File: src/rtl/split_stimulus_driver_if.sv
// Handshake bundle between the stimulus driver and a split block:
// packed assignment out on valid/ready, constraint result back as a strobe.
interface split_stimulus_driver_if #(
    parameter int VEC_W = 368
);
    logic [VEC_W-1:0] vec_o;
    logic             vec_valid;
    logic             vec_ready;
    logic             res_valid;
    logic             res_x;

    modport master (
        output vec_o, vec_valid,
        input  vec_ready, res_valid, res_x
    );

    modport slave (
        input  vec_o, vec_valid,
        output vec_ready, res_valid, res_x
    );
endinterface

File: src/rtl/split_stimulus_driver.sv
// Pseudo-random assignment generator for a split constraint block; counts issued vectors and satisfying results.
// Latency: start -> first vec_valid in 1+ceil(VEC_W/32) cycles; vec_o held stable while vec_valid && !vec_ready.
module split_stimulus_driver #(
    parameter int          VEC_W     = 368,
    parameter logic [31:0] LFSR_POLY = 32'hB4BC_D35C,
    parameter int          CNT_W     = 24
) (
    input  logic                 clk,
    input  logic                 rst,
    input  logic                 start,
    input  logic [31:0]          seed,
    input  logic [CNT_W-1:0]     num_samples,
    split_stimulus_driver_if.master bus,
    output logic [CNT_W-1:0]     sample_count,
    output logic [CNT_W-1:0]     sat_count,
    output logic                 busy,
    output logic                 done
);
    localparam int W      = (VEC_W + 31) / 32;
    localparam int K_W    = (W > 1) ? $clog2(W) : 1;
    localparam logic [K_W-1:0] K_LAST = K_W'(W - 1);

    typedef enum logic [2:0] {
        IDLE,
        FILL,
        DRIVE,
        WAIT_RES,
        DONE
    } state_t;

    state_t           r_state;
    state_t           w_next;
    logic             w_accept;
    logic             w_vec_valid;
    logic             w_busy;
    logic             w_done;
    logic [31:0]      r_lfsr;
    logic [31:0]      w_lfsr_next;
    logic [K_W-1:0]   r_k;
    logic [CNT_W-1:0] r_num;
    logic [CNT_W-1:0] r_sample_cnt;
    logic [CNT_W-1:0] r_sat_cnt;

    assign w_lfsr_next = r_lfsr[0] ? ((r_lfsr >> 1) ^ LFSR_POLY) : (r_lfsr >> 1);

    always_ff @(posedge clk or posedge rst) begin
        if (rst) begin
            r_state <= IDLE;
        end else begin
            r_state <= w_next;
        end
    end

    always_comb begin
        w_next      = r_state;
        w_accept    = 1'b0;
        w_vec_valid = 1'b0;
        w_busy      = 1'b0;
        w_done      = 1'b0;
        case (r_state)
            IDLE, DONE: begin
                w_done = (r_state == DONE);
                if (start) begin
                    w_accept = 1'b1;
                    w_next   = (num_samples == '0) ? DONE : FILL;
                end
            end
            FILL: begin
                w_busy = 1'b1;
                if (r_k == K_LAST) w_next = DRIVE;
            end
            DRIVE: begin
                w_busy      = 1'b1;
                w_vec_valid = 1'b1;
                if (bus.vec_ready) w_next = WAIT_RES;
            end
            WAIT_RES: begin
                w_busy = 1'b1;
                // r_sample_cnt already includes the vector whose result is arriving now
                if (bus.res_valid) w_next = (r_sample_cnt == r_num) ? DONE : FILL;
            end
            default: w_next = IDLE;
        endcase
    end

    always_ff @(posedge clk or posedge rst) begin
        if (rst) begin
            r_lfsr       <= 32'd1;
            r_k          <= '0;
            r_num        <= '0;
            r_sample_cnt <= '0;
            r_sat_cnt    <= '0;
        end else if (w_accept) begin
            r_lfsr       <= (seed == 32'd0) ? 32'd1 : seed;
            r_k          <= '0;
            r_num        <= num_samples;
            r_sample_cnt <= '0;
            r_sat_cnt    <= '0;
        end else begin
            case (r_state)
                FILL: begin
                    r_lfsr <= w_lfsr_next;
                    r_k    <= (r_k == K_LAST) ? '0 : r_k + 1'b1;
                end
                DRIVE: begin
                    if (bus.vec_ready) r_sample_cnt <= r_sample_cnt + 1'b1;
                end
                WAIT_RES: begin
                    if (bus.res_valid && bus.res_x) r_sat_cnt <= r_sat_cnt + 1'b1;
                end
                default: ;
            endcase
        end
    end

    // One register per 32-bit word; the top word keeps only the bits below VEC_W.
    for (genvar j = 0; j < W; j++) begin : g_word
        localparam int LO = 32 * j;
        localparam int HI = (32 * j + 31 < VEC_W) ? (32 * j + 31) : (VEC_W - 1);
        logic [HI-LO:0] r_w;

        always_ff @(posedge clk or posedge rst) begin
            if (rst) begin
                r_w <= '0;
            end else if (r_state == FILL && r_k == K_W'(j)) begin
                r_w <= w_lfsr_next[HI-LO:0];
            end
        end

        assign bus.vec_o[HI:LO] = r_w;
    end

    assign bus.vec_valid = w_vec_valid;
    assign sample_count  = r_sample_cnt;
    assign sat_count     = r_sat_cnt;
    assign busy          = w_busy;
    assign done          = w_done;
endmodule
File: src/flat_wrapper.sv
// flat-port wrapper written by rule: the top's interface ports become plain ports
module split_stimulus_driver_flat 
#(
    parameter int          VEC_W     = 368,
    parameter logic [31:0] LFSR_POLY = 32'hB4BC_D35C,
    parameter int          CNT_W     = 24
)
  (clk, rst, start, seed, num_samples, sample_count, sat_count, busy, done, bus_vec_o, bus_vec_valid, bus_vec_ready, bus_res_valid, bus_res_x);
  split_stimulus_driver_if #(.VEC_W(VEC_W)) bus_i ();
  input  logic clk;
  input  logic rst;
  input  logic start;
  input  logic [31:0] seed;
  input  logic [CNT_W-1:0] num_samples;
  output logic [CNT_W-1:0] sample_count;
  output logic [CNT_W-1:0] sat_count;
  output logic busy;
  output logic done;
  output wire logic [$bits(bus_i.vec_o)-1:0] bus_vec_o;
  output wire logic [$bits(bus_i.vec_valid)-1:0] bus_vec_valid;
  input wire logic [$bits(bus_i.vec_ready)-1:0] bus_vec_ready;
  input wire logic [$bits(bus_i.res_valid)-1:0] bus_res_valid;
  input wire logic [$bits(bus_i.res_x)-1:0] bus_res_x;
  assign bus_vec_o = bus_i.vec_o;
  assign bus_vec_valid = bus_i.vec_valid;
  assign bus_i.vec_ready = bus_vec_ready;
  assign bus_i.res_valid = bus_res_valid;
  assign bus_i.res_x = bus_res_x;
  split_stimulus_driver #(.VEC_W(VEC_W), .LFSR_POLY(LFSR_POLY), .CNT_W(CNT_W)) u_core (.clk(clk), .rst(rst), .start(start), .seed(seed), .num_samples(num_samples), .bus(bus_i), .sample_count(sample_count), .sat_count(sat_count), .busy(busy), .done(done));
endmodule
File: config.mk
export PLATFORM = sky130hd
export DESIGN_NAME = split_stimulus_driver_flat
export DESIGN_NICKNAME = d
export VERILOG_FILES = /design/src/rtl/split_stimulus_driver_if.sv /design/src/rtl/split_stimulus_driver.sv /design/src/flat_wrapper.sv
export SDC_FILE = /design/constraint.sdc
export NUM_CORES = 1
export LEC_CHECK = 0
export BUFFER_PORTS_ARGS = -buffer_cell sky130_fd_sc_hd__buf_2
export CAP_MARGIN = 20
export CORE_MARGIN = 1.5
export CORE_UTILIZATION = 40
export CTS_CLUSTER_DIAMETER = 50
export DETAILED_ROUTE_END_ITERATION = 12
export PLACE_DENSITY = 0.69
export RECOVER_POWER = 25
export SLEW_MARGIN = 0
export SYNTH_ARGS = -nofsm -noshare
export SYNTH_HDL_FRONTEND = slang
export SYNTH_SLANG_ARGS = --single-unit
File: constraint.sdc
create_clock -name clk -period 14.9 [get_ports clk]
set_clock_uncertainty 0.15 [all_clocks]
set_input_delay 1.49 -clock clk [delete_from_list [all_inputs] [get_ports clk]]
set_output_delay 1.49 -clock clk [all_outputs]
set_load 0.005 [all_outputs]
# == After elaboration in Yosys (flattened, before gate mapping) ==
# Cells that the tools add are included.
# totals
wordCells,94
inputBits,62
latch_bits,0
ff_bits,479
ramBits,0
out_inout_bits,419
memories,0
romBits,0
# op_classes
bitwise,1
muxes,25
eq_ne,20
shifts,0
n_lt_le_gt_ge,0
multipliers,0
n_div,0
n_addsub,3
reduce_logical,27
# ops
op,n
24-bit two-way mux,6
32-bit two-way mux,4
24-bit by 1-bit adder with 24-bit output (second input constant),2
32-bit logical NOT,1
24-bit equality test,1
24-bit logical NOT,1
3-bit two-way mux,6
17-bit NOT with 18-bit output,1
4-bit by 3-bit equality test with 1-bit output (second input constant),4
4-bit equality test (second input constant),4
1-bit logical AND,13
4-bit two-way mux,3
3-bit one-hot mux with 4 select lines,1
2-bit nonzero test,5
4-bit by 2-bit equality test with 1-bit output (second input constant),2
2-bit inequality test (second input constant),4
3-bit by 2-bit equality test with 1-bit output (second input constant),2
1-bit two-way mux,5
4-bit by 1-bit adder with 4-bit output (second input constant),1
4-bit by 1-bit equality test with 1-bit output (second input constant),1
4-bit logical NOT,1
2-bit AND reduction,2
4-bit AND reduction,1
3-bit by 1-bit equality test with 1-bit output (second input constant),1
4 further kinds,4

# == Longest topological paths before layout ==
# Gate-level depths: netlist (run 1).
# logic_depth
depth_word,5
mapped_depth,8
depth_no_buf,6

# == Worst setup path before layout (run 1) ==
# Ideal clock, no wire load.
# synth_path
kind,in2reg
startpoint,input port bus_res_valid
endpoint,register u_core.r_sat_cnt[17] (netlist: u_core.sat_count[17])
arrival_ps,2708
required_time_ps,14630
setup_time_ps,120
n_path_buf,1
slack_ps,11921
stages,6
cell_sequence,and4b_1 > buf_2 > nand4_1 > nor3_2 > a31oi_1 > a41o_1
# synth_between
elab_chain_cells,3
# synth_rtl
element,line,source
"start, declared",flat_wrapper.sv:22,input wire logic [$bits(bus_i.res_valid)-1:0] bus_res_valid;
1-bit logical AND,split_stimulus_driver.sv:109,if (bus.res_valid && bus.res_x) r_sat_cnt <= r_sat_cnt + 1'b1;
2-bit nonzero test (no line),n/a,
2-bit AND reduction (no line),n/a,
"end signal, assigned",split_stimulus_driver.sv:109,
"end, declared",split_stimulus_driver.sv:42,logic [CNT_W-1:0] r_sat_cnt;
# No other way between the ends.
# A chain may end at the register's enable or synchronous reset.

==> qor.txt, run 1 <==
Setup-failing EPs final - 0
Total Power - 4923 uW
flops & latches, synth - 479
Worst setup SP type - input pin
Netlist cell types - 47
pins over their slew limit - 304
gr usage total - 0.2299
Lkg Pwr - 0.01200 uW
Main synth FF type - dfrtp_1
initial DRC count - 1110
Req. time, crit path - 15.32 ns
DRC viols - 0
Die Height - 220.3 um
Final min period - 6.875 ns
FFs w/ async S/R, synth - 1.000
Post-CTS Hold Fix Bufs - 0
TNS Setup - 0 ns
failing checks - capacitance limit, slew limit
crit end category - asynchronous set/reset pin
final cell count without fillers - 2744
Avg WL per Cell - 20.70 um
area of placed instances - 0.02188 sq mm
post-CTS resize count - 0
CP Depth - 5
worst hold margin - 0.3224 ns
Switch Pwr - 1813 uW
HP Class - reg -> reg
Total Die Area - 0.04855 sq mm
Post-synth EDFFs - 0
Post-CTS Setup Bufs - 0
Avg Cell Area, Syn - 11.50 sq um
vias per cell - 5.237
worst skew pair latency - 0.62 ns
Slew headroom - -1.524
synthesized cell area - 0.01889 sq mm
WL final - 56810 um
RSZ-0062 raised after global routing - no
Reg clk slew, reported paths - 0.06 ns
Combinational Power Share - 0.314
vias post-DR - 14370
sequential share of the synthesized area - 0.6345
Pwr Density - 209.1 mW/mm^2
largest cells by area after synthesis - dfrtp_1 63%, mux2_2 9.6%, nand2_1 6.7%, o21ai_0 5.6%, xnor2_1 2.4%
status - complete, but fails checks
vias in the first global route - 14060
slowest cell delay on critical path - 2.73 ns
share of cells above drive strength 1 - 0.3250
initial antenna violation count - 16
CP max stage cell - clkbuf_1
Max-cap violations - 6
Sink Count - 479
Sw Share - 0.3683
gpl congestion - 0.8159
hold path cells - 2
total grt overflow - 0
endpoints failing hold - 0
Post-Synthesis Cells - 1643
VDD IR max - 0.0001327 V
Synth area leader - dfrtp_1
DRT antenna net count - 0
Synth warnings - 0
Final Instance Area - 0.02355 sq mm
CTS tree - yes
CTS Root Cell - clkbuf_16
Initial Util - 0.4058
crit path buf inv count - 5
FMAX - 0.1455 GHz
H-tree levels - 2
DP Cell Count - 2634
Max Buffers Root-to-Sink - 3
Worst EP arrival - 7.30 ns
setup slack, reg-to-reg - 9.79 ns
Core Area - 0.04656 sq mm
Crit Path Max Fanout - 77
crit-path cells - clkbuf_1 > clkinvlp_2 > clkbuf_1 > buf_4 > buf_4
synth-to-layout area growth - 24.66%
fin crit share - 0.4614
Die Width - 220.3 um
Worst-Margin Slew - 3.785 ns
Synth top area share - 0.6331
IO Port Bufs - 480
DRT Pass-1 Iters - 5
Setup CP Type - in -> async
first-pass GRT wire length - 84920 um
HPWL after DPL - 38990 um
pin count of the biggest net entering global routing - 175
Top delay family on crit path - buffers and inverters
TritonCTS Buffers - 53
Seq pwr share - 0.429
syn_nets - 1711
Int Pwr - 3110 uW
Reg2Reg Depth - 5
layout net count - 2155
power share of the clock group - 0.257
row count - 79
Ports - 481
-- area by class of cell --
cell class / count / area, sq um
Fill cell: 4251 / 23000
Sequential cell: 479 / 11990
Clock buffer: 74 / 1485
Clock inverter: 20 / 203.9
Tap cell: 607 / 759.5
Antenna cell: 11 / 27.53
Inverter: 8 / 31.28
Multi-Input combinational cell: 1034 / 6441
Timing Repair Buffer: 511 / 2615
-- cells by family after synthesis --
family | after synthesis | share of synthesized area
xor gates and xnor gates | 70 | 0.03245
AOI/OAI and AO/OA | 283 | 0.08517
DFF | 479 | 0.6345
buffers and inverters | 130 | 0.02788
muxes | 165 | 0.09808
adders and majority gates | 6 | 0.003973
and+or+nand+nor | 510 | 0.1179
-- stage by stage --
| stage | setup slack (ns) | utilization |
|---|---|---|
| finish | 8.025 | 0.5059 |
| global route | 6.933 | 0.5058 |
| CTS | 10.38 | 0.5064 |
| global placement | 9.890 | 0.4691 |
| floorplan | 6.770 | - |
| detailed placement | 9.754 | 0.4701 |
-- synthesized netlist by cell type (2+ instances only) --
library cell and instances:
a21oi_1 21, a221o_1 17, a22oi_1 14, a31o_2 2, a31oi_1 5, a41o_1 2, and2_1 3, and3_1 7
and4_1 6, buf_1 7, buf_2 28, clkbuf_1 86, dfrtp_1 478, ha_1 6, inv_1 8, mux2_2 161
mux2i_1 4, nand2_1 336, nand3_1 17, nand4_1 29, nor2_1 69, nor2b_1 2, nor3_1 2, nor3_2 3
nor3b_2 2, nor4_1 19, o211ai_1 3, o21ai_0 211, o31ai_1 3, or3_1 7, xnor2_1 51, xor2_1 19
-- flip-flops by register name, indices dropped and copies added (netlist names) --
name / cells
u_core.r_state: 3
u_core.r_lfsr: 32
u_core.sat_count: 24
u_core.g_word.r_w: 368
u_core.r_num: 24
u_core.r_k: 4
u_core.sample_count: 24
-- routing by layer --
| layer | global-route usage | share of wire | up-vias |
|---|---|---|---|
| met1 | 0.2952 | 0.41 | 7260 |
| met3 | 0.06351 | 0.073 | 116 |
| met4 | 0.08821 | 0.030 | 10 |
| li1 | - | - | 6491 |
| met5 | 0 | 0.0011 | - |
| met2 | 0.3703 | 0.48 | 494 |
-- worst register-to-register path, stage by stage, from the launching register on --
cell      delay [ns]
dfrtp_1         0.50
nor2_1          0.28
and2_0          1.63
clkbuf_1        1.98
nor2_1          0.12
a41o_1          0.33
-- placed cells by master (no fill, tap or decap), types with 21 or more instances in the layout --
master,count
a21oi_1,21
nand2_1,326
clkbuf_1,101
xnor2_1,44
nand4_1,29
o21ai_0,211
mux2_2,161
dfrtp_1,478
clkbuf_16,53
nor2_1,70
buf_2,396
-- power groups by stage --
stage | sequential, uW | clock (uW) | combinational, uW
final | 2110 | 1260 | 1550
after floorplan | 2030 | 0 | 799
after CTS | 2100 | 1290 | 1590
after detailed placement | 2120 | 0 | 1580
after global routing | 2160 | 1340 | 1710
after global placement | 2100 | 0 | 1540
-- path summary, 6_finish.rpt --
path                                                from                        to
worst max-delay path                                 rst           u_core.r_num[7]
worst min-delay path            u_core.g_word[3].r_w[19]  u_core.g_word[3].r_w[19]
worst max register to register         u_core.r_state[0]      u_core.sat_count[17]
worst min register to register  u_core.g_word[3].r_w[19]  u_core.g_word[3].r_w[19]
max in group clk                                   start      u_core.sat_count[17]
min in group asynchronous                            rst  u_core.g_word[5].r_w[19]
Power figures use the tool's default switching activity.
==> run 2, diff against run 1 <==
- clock period: 14.9 -> 5.6 ns (I/O delays scaled with it)
==> qor.txt, run 2 (synthesis gave the netlist of run 1 again) <==
hold path cells - 3 (was 2)
HPWL after DPL - 38850 um (was 38990 um)
hold path start - seed[17] (was u_core.g_word[3].r_w[19])
area occupied by registers - 0.01199 sq mm (unchanged)
area of the multi-input gates - 0.006476 sq mm (was 0.006441 sq mm)
setup slack, reg-to-reg - 2.42 ns (was 9.79 ns)
Top reg by flops - u_core.g_word.r_w (unchanged)
share of cells above drive strength 1 - 0.3661 (was 0.3250)
Reg-to-Reg Start - u_core.r_state[0] (unchanged)
HP Class - in -> reg (was reg -> reg)
layout net count - 2183 (was 2155)
IO Port Bufs - 480 (unchanged)
gpl congestion - 0.8024 (was 0.8159)
Worst setup SP type - input pin (unchanged)
failing checks - capacitance limit, slew limit (unchanged)
Die Width - 220.3 um (unchanged)
Ports - 481 (unchanged)
RSZ-0062 raised after global routing - no (unchanged)
CP max stage cell - clkbuf_2 (was clkbuf_1)
DRC viols - 0 (unchanged)
area of placed instances - 0.02186 sq mm (was 0.02188 sq mm)
Worst EP arrival - 3.20 ns (was 7.30 ns)
first-pass GRT wire length - 86370 um (was 84920 um)
VDD IR max - 0.0004354 V (was 0.0001327 V)
Pwr Density - 559.1 mW/mm^2 (was 209.1 mW/mm^2)
Top delay family on crit path - buffers and inverters (unchanged)
Final min period - 3.349 ns
most frequent cells in the layout - 480 x buf_2, 478 x dfrtp_1, 325 x nand2_1, 211 x o21ai_0, 161 x mux2_2 (was 478 x dfrtp_1, 396 x buf_2, 326 x nand2_1, 211 x o21ai_0, 161 x mux2_2)
WL final - 57900 um (was 56810 um)
top flop regs - u_core.g_word.r_w x368, u_core.r_lfsr x32 (unchanged)
slowest cell delay on critical path - 2.17 ns (was 2.73 ns)
worst skew pair latency - 0.61 ns (was 0.62 ns)
DRT Pass-1 Iters - 6 (was 5)
Reg clk slew, reported paths - 0.06 ns (about the same)
vias in the first global route - 14200 (was 14060)
crit end category - asynchronous set/reset pin (unchanged)
row count - 79 (unchanged)
Core Area - 0.04656 sq mm (unchanged)
worst setup margin - 2.251 ns (was 8.025 ns)
fin crit share - 0.5981
Final Instance Area - 0.02413 sq mm (was 0.02355 sq mm)
Max Buffers Root-to-Sink - 3 (unchanged)
Reg2Reg Depth - 5 (unchanged)
Req. time, crit path - 5.45 ns (was 15.32 ns)
endpoints failing hold - 0 (unchanged)
Max-cap violations - 2 (was 6)
vias per cell - 5.187 (was 5.237)
initial DRC count - 988 (was 1110)
pins over their slew limit - 244 (was 304)
commonest non-fill, non-tap cell in the layout - buf_2 (was dfrtp_1)
Sink Count - 479 (unchanged)
Worst-Margin Slew - 3.189 ns (was 3.785 ns)
total grt overflow - 0 (unchanged)
synth-to-layout area growth - 27.70% (was 24.66%)
Initial Util - 0.4058 (unchanged)
Total Power - 13490 uW (was 4923 uW)
Crit Path Max Fanout - 128 (was 77)
max reg flops - 368 (unchanged)
Lkg Pwr - 0.01257 uW (was 0.01200 uW)
initial antenna violation count - 17 (was 16)
CTS Root Cell - clkbuf_16 (unchanged)
status - complete, but fails checks (unchanged)
FMAX - 0.2986 GHz
TritonCTS Buffers - 55 (was 53)
gr usage total - 0.2352 (was 0.2299)
Die Height - 220.3 um (unchanged)
DRT antenna net count - 0 (unchanged)
RR Endpoint - u_core.g_word[3].r_w[31] (was u_core.sat_count[17])
Setup-failing EPs final - 0 (unchanged)
pin count of the biggest net entering global routing - 165 (was 175)
Setup CP Type - in -> async (unchanged)
fillers - 4065 (was 4251)
crit-path cells - buf_2 > clkinvlp_2 > clkbuf_2 (was clkbuf_1 > clkinvlp_2 > clkbuf_1 > buf_4 > buf_4)
H-tree levels - 2 (unchanged)
pre-CTS setup slack - 2.239 ns (was 9.754 ns)
Total Die Area - 0.04855 sq mm (unchanged)
vias post-DR - 14370 (about the same)
Slew headroom - -1.126 (was -1.524)
crit path buf inv count - 3 (was 5)
post-CTS resize count - 0 (unchanged)
Avg WL per Cell - 20.89 um (was 20.70 um)
end of the worst hold path - u_core.r_lfsr[17] (was u_core.g_word[3].r_w[19])
CTS tree - yes (unchanged)
-- run 2: through the flow --
| step | hold slack [ns] | std cells | utilization | TNS [ns] |
|---|---|---|---|---|
| floorplan | 0.3168 | 1643 | - | -764.77 |
| global placement | 0.3057 | 2630 | 0.4696 | 0 |
| detailed placement | 0.3156 | 2630 | 0.4696 | 0 |
| CTS | 0.002185 | 2754 | 0.5150 | 0 |
| global route | 0.02711 | 2771 | 0.5182 | 0 |
| finish | 0.03419 | 2771 | 0.5182 | 0 |
-- run 2: area by class of cell --
| type | instances | share of cell area |
|---|---|---|
| clock inverter | 23 | 0.01385 |
| inverter | 8 | 0.001297 |
| timing repair buffer | 537 | 0.1246 |
| antenna | 9 | 0.0009335 |
| tap | 607 | 0.03148 |
| clock buffer | 74 | 0.06255 |
| sequential | 479 | 0.4969 |
| multi-input combinational | 1034 | 0.2684 |
-- run 2: how the worst max path moves through the flow --
stage | slack [ns] | depth (start not counted) | end | startpoint
final | 2.25 | 3 | u_core.g_word[7].r_w[18] | rst
after CTS | 2.23 | 4 | u_core.g_word[0].r_w[11] | u_core.r_state[0]
after floorplan | -1.60 | 1 | u_core.g_word[0].r_w[0] | rst
after global routing | 1.60 | 3 | u_core.g_word[9].r_w[8] | rst
after global placement | 2.37 | 4 | u_core.g_word[0].r_w[5] | u_core.r_state[0]
after detailed placement | 2.24 | 4 | u_core.g_word[0].r_w[0] | u_core.r_state[0]
-- run 2: what timing repair did --
item,4_1_cts,5_1_grt
endpoints found under the hold margin,27,0
hold buffers,27,0
setup buffers,0,0
endpoints found under the setup margin,0,0
-- run 2: power by group --
group	switching [uW]	internal (uW)
sequential	986	4650
clock	1480	2180
combinational	2410	1780
total	4880	8610
-- run 2: worst min-delay path: stages --
cell     delay (ns)
buf_2          0.09
a22oi_1        0.06
nand2_1        0.05
-- run 2: metal layers --
layer / GRT usage / vias to the layer above / wire [um]
met5: 0 / - / 74
met4: 0.08277 / 14 / 1558
met3: 0.06488 / 124 / 4327
met2: 0.3825 / 496 / 27860
met1: 0.3016 / 7176 / 24080
li1: - / 6562 / -
==> run 3, diff against run 2 <==
- ABC_AREA: default -> 1
- clock period: 5.6 -> 3 ns (I/O delays scaled with it)
==> qor.txt, run 3 <==
largest cells by area after synthesis - dfrtp_1 61%, nand2_1 7.6%, a21oi_1 6.2%, nor2_1 6.1%, o21ai_0 4.9% (was dfrtp_1 63%, mux2_2 9.6%, nand2_1 6.7%, o21ai_0 5.6%, xnor2_1 2.4%)
pin count of the biggest net entering global routing - 110 (was 165)
Avg Cell Area, Syn - 9.146 sq um (was 11.50 sq um)
vias post-DR - 17290 (was 14370)
Worst-Margin Slew - 1.117 ns (was 3.189 ns)
IO Port Bufs - 480 (unchanged)
area occupied by registers - 0.01199 sq mm (unchanged)
endpoints failing hold - 0 (unchanged)
syn_nets - 2228 (was 1711)
commonest non-fill, non-tap cell in the layout - buf_2 (unchanged)
pins over their slew limit - 0 (was 244)
synthesized cell area - 0.01976 sq mm (was 0.01889 sq mm)
Final min period - 2.542 ns
max reg flops - 368 (unchanged)
fillers - 4526 (was 4065)
most frequent cells in the layout - 480 x buf_2, 478 x dfrtp_1, 401 x nand2_1, 320 x nor2_1, 243 x a21oi_1 (was 480 x buf_2, 478 x dfrtp_1, 325 x nand2_1, 211 x o21ai_0, 161 x mux2_2)
Req. time, crit path - 3.28 ns (was 5.45 ns)
RR Endpoint - u_core.r_lfsr[9] (was u_core.g_word[3].r_w[31])
Max Buffers Root-to-Sink - 3 (unchanged)
setup slack, reg-to-reg - 0.46 ns (was 2.42 ns)
DRC viols - 0 (unchanged)
Setup-failing EPs final - 0 (unchanged)
DRT antenna net count - 0 (unchanged)
Post-Synthesis Cells - 2160 (was 1643)
Netlist cell types - 41 (was 47)
share of cells above drive strength 1 - 0.2410 (was 0.3661)
Crit Path Max Fanout - 26 (was 128)
slowest cell delay on critical path - 0.47 ns (was 2.17 ns)
Initial Util - 0.4044 (was 0.4058)
worst setup path end - u_core.r_lfsr[9] (was u_core.g_word[7].r_w[18])
FFs w/ async S/R, synth - 1.000 (unchanged)
crit-path cells - nor2_1 > nand2_4 > nand2_2 > inv_1 > nand2_1 > o221ai_1 (was buf_2 > clkinvlp_2 > clkbuf_2)
Die Height - 225.2 um (was 220.3 um)
TritonCTS Buffers - 56 (was 55)
Avg WL per Cell - 19.08 um (was 20.89 um)
Max-cap violations - 0 (was 2)
Synth warnings - 0 (unchanged)
VDD IR max - 0.0004691 V (was 0.0004354 V)
top flop regs - u_core.g_word.r_w x368, u_core.r_lfsr x32 (unchanged)
RSZ-0062 raised after global routing - no (unchanged)
area of placed instances - 0.02273 sq mm (was 0.02186 sq mm)
Total Die Area - 0.05073 sq mm (was 0.04855 sq mm)
Worst Setup SP - u_core.r_state[0] (was rst)
Lkg Pwr - 0.01315 uW (was 0.01257 uW)
flops & latches, synth - 479 (unchanged)
WL final - 64500 um (was 57900 um)
CP max stage cell - dfrtp_1 (was clkbuf_2)
Core Area - 0.04885 sq mm (was 0.04656 sq mm)
layout net count - 2731 (was 2183)
Total Power - 27760 uW (was 13490 uW)
Post-synth EDFFs - 0 (unchanged)
Main synth FF type - dfrtp_1 (unchanged)
Die Width - 225.2 um (was 220.3 um)
status - completed (was complete, but fails checks)
area of the multi-input gates - 0.006501 sq mm (was 0.006476 sq mm)
top-count cell post-synth - dfrtp_1 (unchanged)
Synth area leader - dfrtp_1 (unchanged)
worst skew pair latency - 0.60 ns (was 0.61 ns)
synth-to-layout area growth - 27.63% (was 27.70%)
CTS tree - yes (unchanged)
Setup CP Type - reg -> reg (was in -> async)
fin crit share - 0.8474
sequential share of the synthesized area - 0.6068 (was 0.6345)
Reg clk slew, reported paths - 0.06 ns (about the same)
gr usage total - 0.2510 (was 0.2352)
Synth top area share - 0.6055 (was 0.6331)
DRT Pass-1 Iters - 6 (unchanged)
HP Class - in -> reg (unchanged)
H-tree levels - 2 (unchanged)
Reg-to-Reg Start - u_core.r_state[0] (unchanged)
Final Instance Area - 0.02521 sq mm (was 0.02413 sq mm)
Ports - 481 (unchanged)
HPWL after DPL - 45090 um (was 38850 um)
Worst EP arrival - 2.82 ns (was 3.20 ns)
vias per cell - 5.113 (was 5.187)
Top reg by flops - u_core.g_word.r_w (unchanged)
vias in the first global route - 16680 (was 14200)
initial DRC count - 1527 (was 988)
FMAX - 0.3934 GHz
Sink Count - 479 (unchanged)
Pwr Density - 1101 mW/mm^2 (was 559.1 mW/mm^2)
row count - 81 (was 79)
Worst setup SP type - flop (was input pin)
post-CTS resize count - 0 (unchanged)
CTS Root Cell - clkbuf_16 (unchanged)
synth cell count leaders - 478 x dfrtp_1, 402 x nand2_1, 320 x nor2_1 (was 478 x dfrtp_1, 336 x nand2_1, 211 x o21ai_0)
Reg2Reg Depth - 6 (was 5)
gpl congestion - 0.8946 (was 0.8024)
initial antenna violation count - 12 (was 17)
Slew headroom - 0.2512 (was -1.126)
total grt overflow - 0 (unchanged)
crit end category - flop (was asynchronous set/reset pin)
first-pass GRT wire length - 97960 um (was 86370 um)
[run 3: timing repair]
| action | 4_1_cts | 5_1_grt |
|---|---|---|
| setup endpoints to repair | 0 | 0 |
| hold buffers | 59 | 0 |
| hold endpoints to repair | 100 | 0 |
| buffers inserted | 0 | 0 |
[run 3: worst min-delay path by stage]
| stage | cells past startpoint | slack (ns) | endpoint | startpoint |
|---|---|---|---|---|
| final | 4 | 0.09 | u_core.r_state[1] | bus_res_valid |
| after floorplan | 2 | 0.26 | u_core.r_num[12] | num_samples[12] |
| after detailed placement | 2 | 0.24 | u_core.g_word[8].r_w[11] | rst |
| after global routing | 4 | 0.08 | u_core.r_state[1] | bus_res_valid |
| after global placement | 2 | 0.22 | u_core.g_word[8].r_w[11] | rst |
| after CTS | 4 | 0.04 | u_core.r_state[1] | bus_res_valid |
[run 3: report_power, final]
part	switching (uW)	total, uW	leakage [uW]	internal [uW]
logic	6530	10000	0.00599	3510
registers	1700	10800	0.00623	9120
clock network	2770	6900	0.000941	4130
[run 3: metal layers]
layer  vias up  part of all wire  global-route usage
met2       726              0.47              0.4029
met5         -           0.00096                   0
li1       8014                 -                   -
met3       113             0.081             0.05984
met4        10             0.028             0.07751
met1      8423              0.42              0.3368
[run 3: cells by family after synthesis]
group	after synthesis	synth area share
multiplexers	7	0.003990
AO/OA/AOI/OAI	483	0.1289
AND/OR/NAND/NOR	847	0.1792
flip-flops	479	0.6068
buffers and inverters	309	0.06447
adder cells (fa/ha/maj)	6	0.003800
XOR/XNOR	29	0.01286
[run 3: layout make-up]
class / instances / share of cell area
sequential: 479 / 0.4755
multi-input combinational: 1372 / 0.2579
timing repair buffer: 576 / 0.1304
clock buffer: 86 / 0.06809
tap: 664 / 0.03295
inverter: 178 / 0.02655
clock inverter: 19 / 0.007990
antenna: 7 / 0.0006948
[run 3: worst max-delay path, delay by kind of cell (launching register included)]
family / cells / cell delay, ns
and+or+nand+nor: 4 / 1.18
DFF: 1 / 0.47
AOI/OAI and AO/OA: 1 / 0.13
buffers and inverters: 1 / 0.42
[run 3: per-stage QoR]
| stage | utilization | setup TNS [ns] | worst slack (ns) | hold WS, ns | cells |
|---|---|---|---|---|---|
| global placement | 0.4652 | 0 | 0.5848 | 0.2230 | 3209 |
| detailed placement | 0.4652 | 0 | 0.5340 | 0.2354 | 3209 |
| finish | 0.5161 | 0 | 0.4579 | 0.08949 | 3381 |
| floorplan | - | -1885.42 | -3.940 | 0.2596 | 2160 |
| global route | 0.5159 | 0 | 0.2936 | 0.07846 | 3377 |
| CTS | 0.5166 | 0 | 0.5209 | 0.04200 | 3373 |
